[src/rtl/pipelined_add_sub_pkg.sv]
// Shared constants for the pipelined adder/subtractor.
//   DEF_WIDTH / DEF_STAGES : default operand width and pipeline depth
//   OP_ADD / OP_SUB        : encodings of the sna mode input
package pipelined_add_sub_pkg;
  localparam int   DEF_WIDTH  = 32;
  localparam int   DEF_STAGES = 4;
  localparam logic OP_ADD     = 1'b0;
  localparam logic OP_SUB     = 1'b1;
endpackage

[src/rtl/pipelined_add_sub_if.sv]
// Operand/result handshake bundle for pipelined_add_sub.
//   in_valid/in_ready   : operation transfer into the block
//   a, b, sna           : operands and mode (1 = a-b, 0 = a+b)
//   out_valid/out_ready : result transfer out of the block
//   y, co, ovf          : result, carry out of MSB, signed overflow
// master = operand source / result consumer, slave = the adder.
interface pipelined_add_sub_if
  import pipelined_add_sub_pkg::*;
#(
  parameter int WIDTH = DEF_WIDTH
);
  logic             in_valid;
  logic             in_ready;
  logic [WIDTH-1:0] a;
  logic [WIDTH-1:0] b;
  logic             sna;
  logic             out_valid;
  logic             out_ready;
  logic [WIDTH-1:0] y;
  logic             co;
  logic             ovf;

  modport master (
    output in_valid, a, b, sna, out_ready,
    input  in_ready, out_valid, y, co, ovf
  );
  modport slave (
    input  in_valid, a, b, sna, out_ready,
    output in_ready, out_valid, y, co, ovf
  );
endinterface

[src/rtl/pipelined_add_sub_add_segment.sv]
// add_segment: W-bit ripple-carry adder built from full-adder cells.
//   a, b     : operand slices (b already inverted for subtract)
//   ci       : carry in from the previous segment
//   s        : sum slice
//   co       : carry out of the slice MSB
//   c_msb_in : carry into the slice MSB (overflow detect in top segment)
module add_segment
  import pipelined_add_sub_pkg::*;
#(
  parameter int W = 8
) (
  input  logic [W-1:0] a,
  input  logic [W-1:0] b,
  input  logic         ci,
  output logic [W-1:0] s,
  output logic         co,
  output logic         c_msb_in
);
  logic [W:0] c;

  assign c[0] = ci;

  for (genvar i = 0; i < W; i++) begin : g_fa
    assign s[i]   = a[i] ^ b[i] ^ c[i];
    assign c[i+1] = (a[i] & b[i]) | (c[i] & (a[i] ^ b[i]));
  end

  assign co       = c[W];
  assign c_msb_in = c[W-1];
endmodule

[src/rtl/pipelined_add_sub.sv]
// pipelined_add_sub: WIDTH-bit adder/subtractor split into STAGES ripple
// segments, one register level per segment, valid/ready handshake.
//   clk  : clock, rising edge
//   rst  : asynchronous active-high reset
//   bus  : pipelined_add_sub_if slave (operands in, results out)
// Segment j sees its operand slice after j skew registers and its result
// slice travels through STAGES-j deskew registers, so every bit of one
// operation lands in y on the same edge. The whole pipe freezes while a
// completed result is waiting on out_ready.
module pipelined_add_sub
  import pipelined_add_sub_pkg::*;
#(
  parameter int WIDTH  = DEF_WIDTH,
  parameter int STAGES = DEF_STAGES
) (
  input logic                clk,
  input logic                rst,
  pipelined_add_sub_if.slave bus
);
  localparam int SW = WIDTH / STAGES;

  logic              en;
  logic [WIDTH-1:0]  b_eff;
  logic [STAGES:0]   vld_pipe;
  logic [STAGES:1]   vld_q;
  logic [STAGES:0]   c_pipe;
  logic [STAGES:1]   c_q;
  logic [STAGES-1:0] seg_co;
  logic              c_msb_top;
  logic              ovf_q;
  logic [WIDTH-1:0]  y_dsk;

  assign en           = !(bus.out_valid && !bus.out_ready);
  assign bus.in_ready = en;

  // Subtract = a + ~b + 1; the +1 enters as carry into segment 0.
  assign b_eff    = (bus.sna == OP_ADD) ? bus.b : ~bus.b;
  assign vld_pipe = {vld_q, bus.in_valid && en};
  assign c_pipe   = {c_q, bus.sna == OP_SUB};

  always_ff @(posedge clk or posedge rst) begin
    if (rst) begin
      vld_q <= '0;
      c_q   <= '0;
      ovf_q <= 1'b0;
    end else if (en) begin
      vld_q <= vld_pipe[STAGES-1:0];
      c_q   <= seg_co;
      ovf_q <= c_msb_top ^ seg_co[STAGES-1];
    end
  end

  for (genvar j = 0; j < STAGES; j++) begin : g_seg
    localparam int RD = STAGES - j;
    logic [SW-1:0] seg_a, seg_b, seg_s;
    logic [SW-1:0] r_dl [RD];

    if (j == 0) begin : g_in
      assign seg_a = bus.a[0 +: SW];
      assign seg_b = b_eff[0 +: SW];
    end else begin : g_skew
      logic [SW-1:0] a_dl [j];
      logic [SW-1:0] b_dl [j];
      always_ff @(posedge clk or posedge rst) begin
        if (rst) begin
          for (int i = 0; i < j; i++) begin
            a_dl[i] <= '0;
            b_dl[i] <= '0;
          end
        end else if (en) begin
          a_dl[0] <= bus.a[j*SW +: SW];
          b_dl[0] <= b_eff[j*SW +: SW];
          for (int i = 1; i < j; i++) begin
            a_dl[i] <= a_dl[i-1];
            b_dl[i] <= b_dl[i-1];
          end
        end
      end
      assign seg_a = a_dl[j-1];
      assign seg_b = b_dl[j-1];
    end

    if (j == STAGES - 1) begin : g_top
      add_segment #(.W(SW)) u_seg (
        .a(seg_a), .b(seg_b), .ci(c_pipe[j]),
        .s(seg_s), .co(seg_co[j]), .c_msb_in(c_msb_top)
      );
    end else begin : g_mid
      logic c_msb_unused;
      add_segment #(.W(SW)) u_seg (
        .a(seg_a), .b(seg_b), .ci(c_pipe[j]),
        .s(seg_s), .co(seg_co[j]), .c_msb_in(c_msb_unused)
      );
    end

    always_ff @(posedge clk or posedge rst) begin
      if (rst) begin
        for (int i = 0; i < RD; i++) r_dl[i] <= '0;
      end else if (en) begin
        r_dl[0] <= seg_s;
        for (int i = 1; i < RD; i++) r_dl[i] <= r_dl[i-1];
      end
    end

    assign y_dsk[j*SW +: SW] = r_dl[RD-1];
  end

  assign bus.out_valid = vld_pipe[STAGES];
  assign bus.y         = y_dsk;
  assign bus.co        = c_pipe[STAGES];
  assign bus.ovf       = ovf_q;
endmodule

[src/flat_wrapper.sv]
// flat-port wrapper written by rule: the top's interface ports become plain ports
module pipelined_add_sub_flat import pipelined_add_sub_pkg::*;
#(
  parameter int WIDTH  = DEF_WIDTH,
  parameter int STAGES = DEF_STAGES
)
  (clk, rst, bus_in_valid, bus_a, bus_b, bus_sna, bus_out_ready, bus_in_ready, bus_out_valid, bus_y, bus_co, bus_ovf);
  pipelined_add_sub_if #(.WIDTH(WIDTH)) bus_i ();
  input logic clk;
  input logic rst;
  input wire logic [$bits(bus_i.in_valid)-1:0] bus_in_valid;
  input wire logic [$bits(bus_i.a)-1:0] bus_a;
  input wire logic [$bits(bus_i.b)-1:0] bus_b;
  input wire logic [$bits(bus_i.sna)-1:0] bus_sna;
  input wire logic [$bits(bus_i.out_ready)-1:0] bus_out_ready;
  output wire logic [$bits(bus_i.in_ready)-1:0] bus_in_ready;
  output wire logic [$bits(bus_i.out_valid)-1:0] bus_out_valid;
  output wire logic [$bits(bus_i.y)-1:0] bus_y;
  output wire logic [$bits(bus_i.co)-1:0] bus_co;
  output wire logic [$bits(bus_i.ovf)-1:0] bus_ovf;
  assign bus_i.in_valid = bus_in_valid;
  assign bus_i.a = bus_a;
  assign bus_i.b = bus_b;
  assign bus_i.sna = bus_sna;
  assign bus_i.out_ready = bus_out_ready;
  assign bus_in_ready = bus_i.in_ready;
  assign bus_out_valid = bus_i.out_valid;
  assign bus_y = bus_i.y;
  assign bus_co = bus_i.co;
  assign bus_ovf = bus_i.ovf;
  pipelined_add_sub #(.WIDTH(WIDTH), .STAGES(STAGES)) u_core (.clk(clk), .rst(rst), .bus(bus_i));
endmodule
[config.mk]
export PLATFORM = sky130hd
export DESIGN_NAME = pipelined_add_sub_flat
export DESIGN_NICKNAME = d
export VERILOG_FILES = /design/src/rtl/pipelined_add_sub_pkg.sv /design/src/rtl/pipelined_add_sub_if.sv /design/src/rtl/pipelined_add_sub_add_segment.sv /design/src/rtl/pipelined_add_sub.sv /design/src/flat_wrapper.sv
export SDC_FILE = /design/constraint.sdc
export NUM_CORES = 1
export LEC_CHECK = 0
export CAP_MARGIN = 5
export CORE_ASPECT_RATIO = 0.5
export CORE_UTILIZATION = 55
export DETAILED_ROUTE_END_ITERATION = 12
export PLACE_DENSITY_LB_ADDON = 0.3
export SYNTH_ARGS = -nofsm -noshare
export SYNTH_HDL_FRONTEND = slang
export SYNTH_HIERARCHICAL = 1
export SYNTH_SLANG_ARGS = --single-unit
[constraint.sdc]
create_clock -name clk -period 7.05 [get_ports clk]
set_input_delay 1.0575 -clock clk [delete_from_list [all_inputs] [get_ports clk]]
set_output_delay 1.0575 -clock clk [all_outputs]
set_load 0.02 [all_outputs]
# [After elaboration in Yosys (flattened, before gate mapping)]
# Cells that the tools add are included.
[op_classes] n_reduce_logical=4 n_shift=0 addsub=0 n_lt_le_gt_ge=0 eq_ne=0 div=0 bitwise=162 n_mux=1 n_mul=0
[op_table] operator="$xor 1x1->1" count=65
[op_table] operator="$and 1x1->1" count=64
[op_table] operator="$mux 32" count=1
[op_table] operator="$not 32->32" count=1
[op_table] operator="$or 1x1->1" count=32
[op_table] operator="$logic_and 1x1->1" count=2
[op_table] operator="$logic_not 1->1" count=2
[word_totals] output_inout_bits=36 ramBits=0 mem_bits_ro=0 word_cells=192 ff_bits=185 latchBits=0 memories=0

# [Longest topological paths before layout]
[depth] depth_word=19 depth_mapped=16 ltp_nobuf=14

# [Hierarchy]
# The synthesis kept the hierarchy.
[modules_own_cells] module="pipelined_add_sub" n_inst=1 seq_area_each_um2=4629.4 cells_each=454 area_per_inst_um2=7936.4
[modules_own_cells] module="add_segment" n_inst=4 seq_area_each_um2=0.0 cells_each=18 area_per_inst_um2=197.7

# [Least setup slack after synthesis]
# No wires, ideal clock.
[synth_timing] path_type="input to register" start="input port bus_sna" end="register u_core/g_seg[0].r_dl[31] (netlist bit)" slack_ns=2.307 stages=16 arrival_ns=4.618 path_buffers=2 cell_sequence="buf_2 -> buf_2 -> xor2_1 -> fa_1 -> inv_1 -> fa_1 -> inv_1 -> fa_1 -> fa_1 -> fa_1 -> fa_1 -> inv_1 -> fa_1 -> inv_1 -> fa_1 -> mux2_4"
[synth_via] elab_chain_len=17
[synth_rtl] item="start, declared" line="flat_wrapper.sv:14" text="input wire logic [$bits(bus_i.sna)-1:0] bus_sna;"
[synth_rtl] item="$mux 32 *" line="pipelined_add_sub.sv:37" text="assign b_eff = (bus.sna == OP_ADD) ? bus.b : ~bus.b;"
[synth_rtl] item="via u_core.b_eff[0]" line="pipelined_add_sub.sv:23" text="logic [WIDTH-1:0] b_eff;"
[synth_rtl] item="$xor 1x1->1" line="pipelined_add_sub_add_segment.sv:25" text="assign c[i+1] = (a[i] & b[i]) | (c[i] & (a[i] ^ b[i]));"
[synth_rtl] item="$and 1x1->1" line="pipelined_add_sub_add_segment.sv:25"
[synth_rtl] item="$or 1x1->1 *" line="pipelined_add_sub_add_segment.sv:25"
[synth_rtl] item="$and 1x1->1 *" line="pipelined_add_sub_add_segment.sv:25"
[synth_rtl] item="$or 1x1->1 *" line="pipelined_add_sub_add_segment.sv:25"
[synth_rtl] item="$and 1x1->1 *" line="pipelined_add_sub_add_segment.sv:25"
[synth_rtl] item="[... 4 more ...]"
[synth_rtl] item="$or 1x1->1 *" line="pipelined_add_sub_add_segment.sv:25"
[synth_rtl] item="$and 1x1->1 *" line="pipelined_add_sub_add_segment.sv:25"
[synth_rtl] item="$or 1x1->1 *" line="pipelined_add_sub_add_segment.sv:25"
[synth_rtl] item="$and 1x1->1 *" line="pipelined_add_sub_add_segment.sv:25"
[synth_rtl] item="$or 1x1->1 *" line="pipelined_add_sub_add_segment.sv:25"
[synth_rtl] item="via u_core.g_seg[0].g_mid.c_msb_unused" line="pipelined_add_sub.sv:89" text="logic c_msb_unused;"
[synth_rtl] item="$xor 1x1->1 *" line="pipelined_add_sub_add_segment.sv:24" text="assign s[i] = a[i] ^ b[i] ^ c[i];"
[synth_rtl] item="via u_core.g_seg[0].seg_s[7]" line="pipelined_add_sub.sv:55" text="logic [SW-1:0] seg_a, seg_b, seg_s;"
[synth_rtl] item="end, declared" line="pipelined_add_sub.sv:56" text="logic [SW-1:0] r_dl [RD];"
# The timed path passes the listed nets; every way through them passes the cells marked *.
# A chain may end at the register's enable or synchronous reset.

# [Worst setup path after layout]
[layout_timing] start="input port bus_b[0]" end="register u_core/g_seg[0].r_dl[31] (netlist bit)"
[layout_via] elab_chain_len=18
[layout_rtl] item="start, declared" line="flat_wrapper.sv:13" text="input wire logic [$bits(bus_i.b)-1:0] bus_b;"
[layout_rtl] item="$not 32->32" line="pipelined_add_sub.sv:37"
[layout_rtl] item="$mux 32 *" line="pipelined_add_sub.sv:37"
[layout_rtl] item="via u_core.b_eff[0]" line="pipelined_add_sub.sv:23"
[layout_rtl] item="$xor 1x1->1" line="pipelined_add_sub_add_segment.sv:25"
[layout_rtl] item="$and 1x1->1" line="pipelined_add_sub_add_segment.sv:25"
[layout_rtl] item="$or 1x1->1 *" line="pipelined_add_sub_add_segment.sv:25"
[layout_rtl] item="$and 1x1->1 *" line="pipelined_add_sub_add_segment.sv:25"
[layout_rtl] item="$or 1x1->1 *" line="pipelined_add_sub_add_segment.sv:25"
[layout_rtl] item="[... 5 more ...]"
[layout_rtl] item="$or 1x1->1 *" line="pipelined_add_sub_add_segment.sv:25"
[layout_rtl] item="$and 1x1->1 *" line="pipelined_add_sub_add_segment.sv:25"
[layout_rtl] item="$or 1x1->1 *" line="pipelined_add_sub_add_segment.sv:25"
[layout_rtl] item="$and 1x1->1 *" line="pipelined_add_sub_add_segment.sv:25"
[layout_rtl] item="$or 1x1->1 *" line="pipelined_add_sub_add_segment.sv:25"
[layout_rtl] item="via u_core.g_seg[0].g_mid.c_msb_unused" line="pipelined_add_sub.sv:89"
[layout_rtl] item="$xor 1x1->1 *" line="pipelined_add_sub_add_segment.sv:24"
[layout_rtl] item="via u_core.g_seg[0].seg_s[7]" line="pipelined_add_sub.sv:55"
# Marks and branches as above.

==> results.cfg <==
[status]
outcome = finished clean

[setup_path]
slowest_delay_ns = 0.42
crit_slowest_cell = fa_1
cp.arrival_ns = 4.88
cp_top_family = adder cells
cp_max_fo = 1
critPathMostFrequentCell = fa_1
cp_cell_sequence = clkdlybuf4s50_1, xor2_1, fa_1, inv_1, fa_1, inv_1, fa_1, fa_1, fa_1, fa_1, inv_1, fa_1, inv_1, fa_1, mux2_4
worstPathRequired_ns = 7.36
cp-end-kind = flip-flop
critPathBufInv = 5
path_class = in -> reg
startpoint_type = input pin

[yosys]
yosysWarningCount = 6
synth_seq_cells = 185
synth_seq_area_share = 0.530
synth_top_cell_by_area = dfrtp_1
syn_nets = 627
netlist.area_leader.share = 0.530
syn_avg_cell_area_sq_um = 16.6
synth.area.top_cells = dfrtp_1, mux2_4, fa_1
synth.distinct_cells = 10
syn-instance-count = 526
syn_area_sq_um = 8730

[power]
p_per_area_nw_per_um2 = 459
peakVddDrop_mv = 0.271
p_total_uw = 4700
leakage_uw = 0.00484

[layout]
n_antenna_cell = 0
drive_above_1_share = 0.355
nets = 705
post-route-util = 0.662
final_common_cell = dfrtp_1
final_cells = 821
syn2layout_area_growth_pct = 17.2
final_cell_mix = dfrtp_1, mux2_4, clkdlybuf4s50_1

[global_routing]
grt_pass1_vias = 4408
overflow = 0
grt_max_degree = 105
track_usage = 0.181
grt_first_pass_wirelength_mm = 22.9
antenna_found_initial = 0

[cts]
clkSinkCount = 185
cts_tree = built
clkTransAtPathRegs_ns = 0.07
cts_made_buffers = 17
clkLatencyLatePin_ns = 0.42
cts_root_buffer = clkbuf_16
cts_setup_buffers = 0
cts_buffer_depth = 2
h-tree-depth = 4
cts_resized = 0
ctsHoldBuffers = 0

[die]
io_pins = 105
start_util = 0.565
die_h_um = 91.1
rows = 32
die_area_sq_um = 16400
fp.coreArea_sq_um = 15500
die_w_um = 180

[sta]
tns_ns = 0
fin_crit_ns = 4.57
setup_violations = 0
finalMaxSlewViolations = 0
worst_slew_pin_slew_ns = 1.14
hold_violations = 0
period_share = 0.649
fin_skew_ns = 0.00913
fmax_ghz = 0.219
rsz0062_at_grt = false
slew_headroom = 0.238

[place]
portBuffers = 104
placed_cells = 789
gp_congestion = 0.734
post-dp-hpwl_mm = 8.76

[drt]
drt-pass1-iter-count = 4
drc = 0
vias = 4060
ant_nets = 0
drt_iter0_markers = 284
wl_per_cell_um = 16.2
vias_per_cell = 4.95
drt_wl_total_mm = 13.3

[run]
max-cap-violations = 0

[hold_path]
hp-class = reg -> reg
-- Yosys cell counts --
| cell | n |
|---|---|
| xor2_1 | 33 |
| mux2_2 | 46 |
| fa_1 | 32 |
| buf_4 | 24 |
| mux2_4 | 138 |
| buf_2 | 8 |
| inv_1 | 41 |
| nand2b_1 | 2 |
| dfrtp_1 | 185 |
| buf_6 | 17 |
-- area by class of cell --
type	instances	area, sq um
fillers	1109	5230
clock buffers	22	454
well taps	204	255
flip-flops and latches	185	4630
multi-input cells	251	3540
clock inverters	10	120
repair buffers	108	1070
inverters	41	161
-- worst reg2reg max path, delay by kind of cell, from the launching register on --
family     cells  cell delay, ns
xor+xnor       1            0.18
fa+ha+maj      8            2.72
buf+inv        4            0.29
flops          1            0.40
mux            1            0.26
-- final timing paths --
check	from	depth (start not counted)	endpoint	slack, ns
max	bus_b[0]	15	u_core/g_seg[0].r_dl[31]$_DFFE_PP0N_	2.48
min reg2reg	u_core/vld_q[3]$_DFFE_PP0N_	1	u_core/vld_q[4]$_DFFE_PP0N_	0.48
min in group asynchronous	rst	2	u_core/g_seg[1].r_dl[16]$_DFFE_PP0N_	1.14
max in group asynchronous	rst	3	u_core/g_seg[3].g_skew.a_dl[8]$_DFFE_PP0N_	4.44
min	u_core/vld_q[3]$_DFFE_PP0N_	1	u_core/vld_q[4]$_DFFE_PP0N_	0.48
max reg2reg	u_core/g_seg[3].seg_a[0]$_DFFE_PP0N_	14	u_core/bus.ovf$_DFFE_PP0N_	3.11
-- registers in the layout (all words and copies together) (netlist names) --
| signal | cells |
|---|---|
| u_core/g_seg.g_skew.a_dl | 32 |
| u_core/g_seg.seg_a | 16 |
| u_core/g_seg.r_dl | 56 |
| u_core/g_seg.g_skew.b_dl | 32 |
| u_core/c_q | 4 |
| u_core/bus.ovf | 1 |
| u_core/bus.y | 24 |
| u_core/g_seg.seg_b | 16 |
| u_core/vld_q | 4 |
-- where the power goes --
part           switching, uW  internal [uW]  total (uW)  leakage [uW]
sequential               304           1550        1850       0.00215
combinational            691           1220        1910       0.00242
clock                    399            533         932      0.000263
-- layer usage --
layer,wire length (um),track usage
met1,6560,0.261
met2,6200,0.270
met3,414,0.0497
met4,162,0.0484
met5,0,0
-- through the flow --
step           instance area, sq um  setup slack, ns  hold slack [ns]
6_report                      10200             2.48            0.476
5_1_grt                       10200             2.29            0.503
4_1_cts                       10200             2.45            0.484
3_5_place_dp                   9650             2.02            0.459
3_3_place_gp                   9650             2.13            0.454
2_1_floorplan                  8730            0.964            0.435
-- logic make-up after synthesis --
| logic type | count (synthesis) | synth area share |
|---|---|---|
| buffers and inverters | 90 | 0.0648 |
| AND/OR/NAND/NOR | 2 | 0.00143 |
| XOR/XNOR | 33 | 0.0331 |
| adder cells (fa/ha/maj) | 32 | 0.0734 |
| flip-flops | 185 | 0.530 |
| multiplexers | 184 | 0.297 |
No activity file was read; power rests on OpenSTA's default activity.
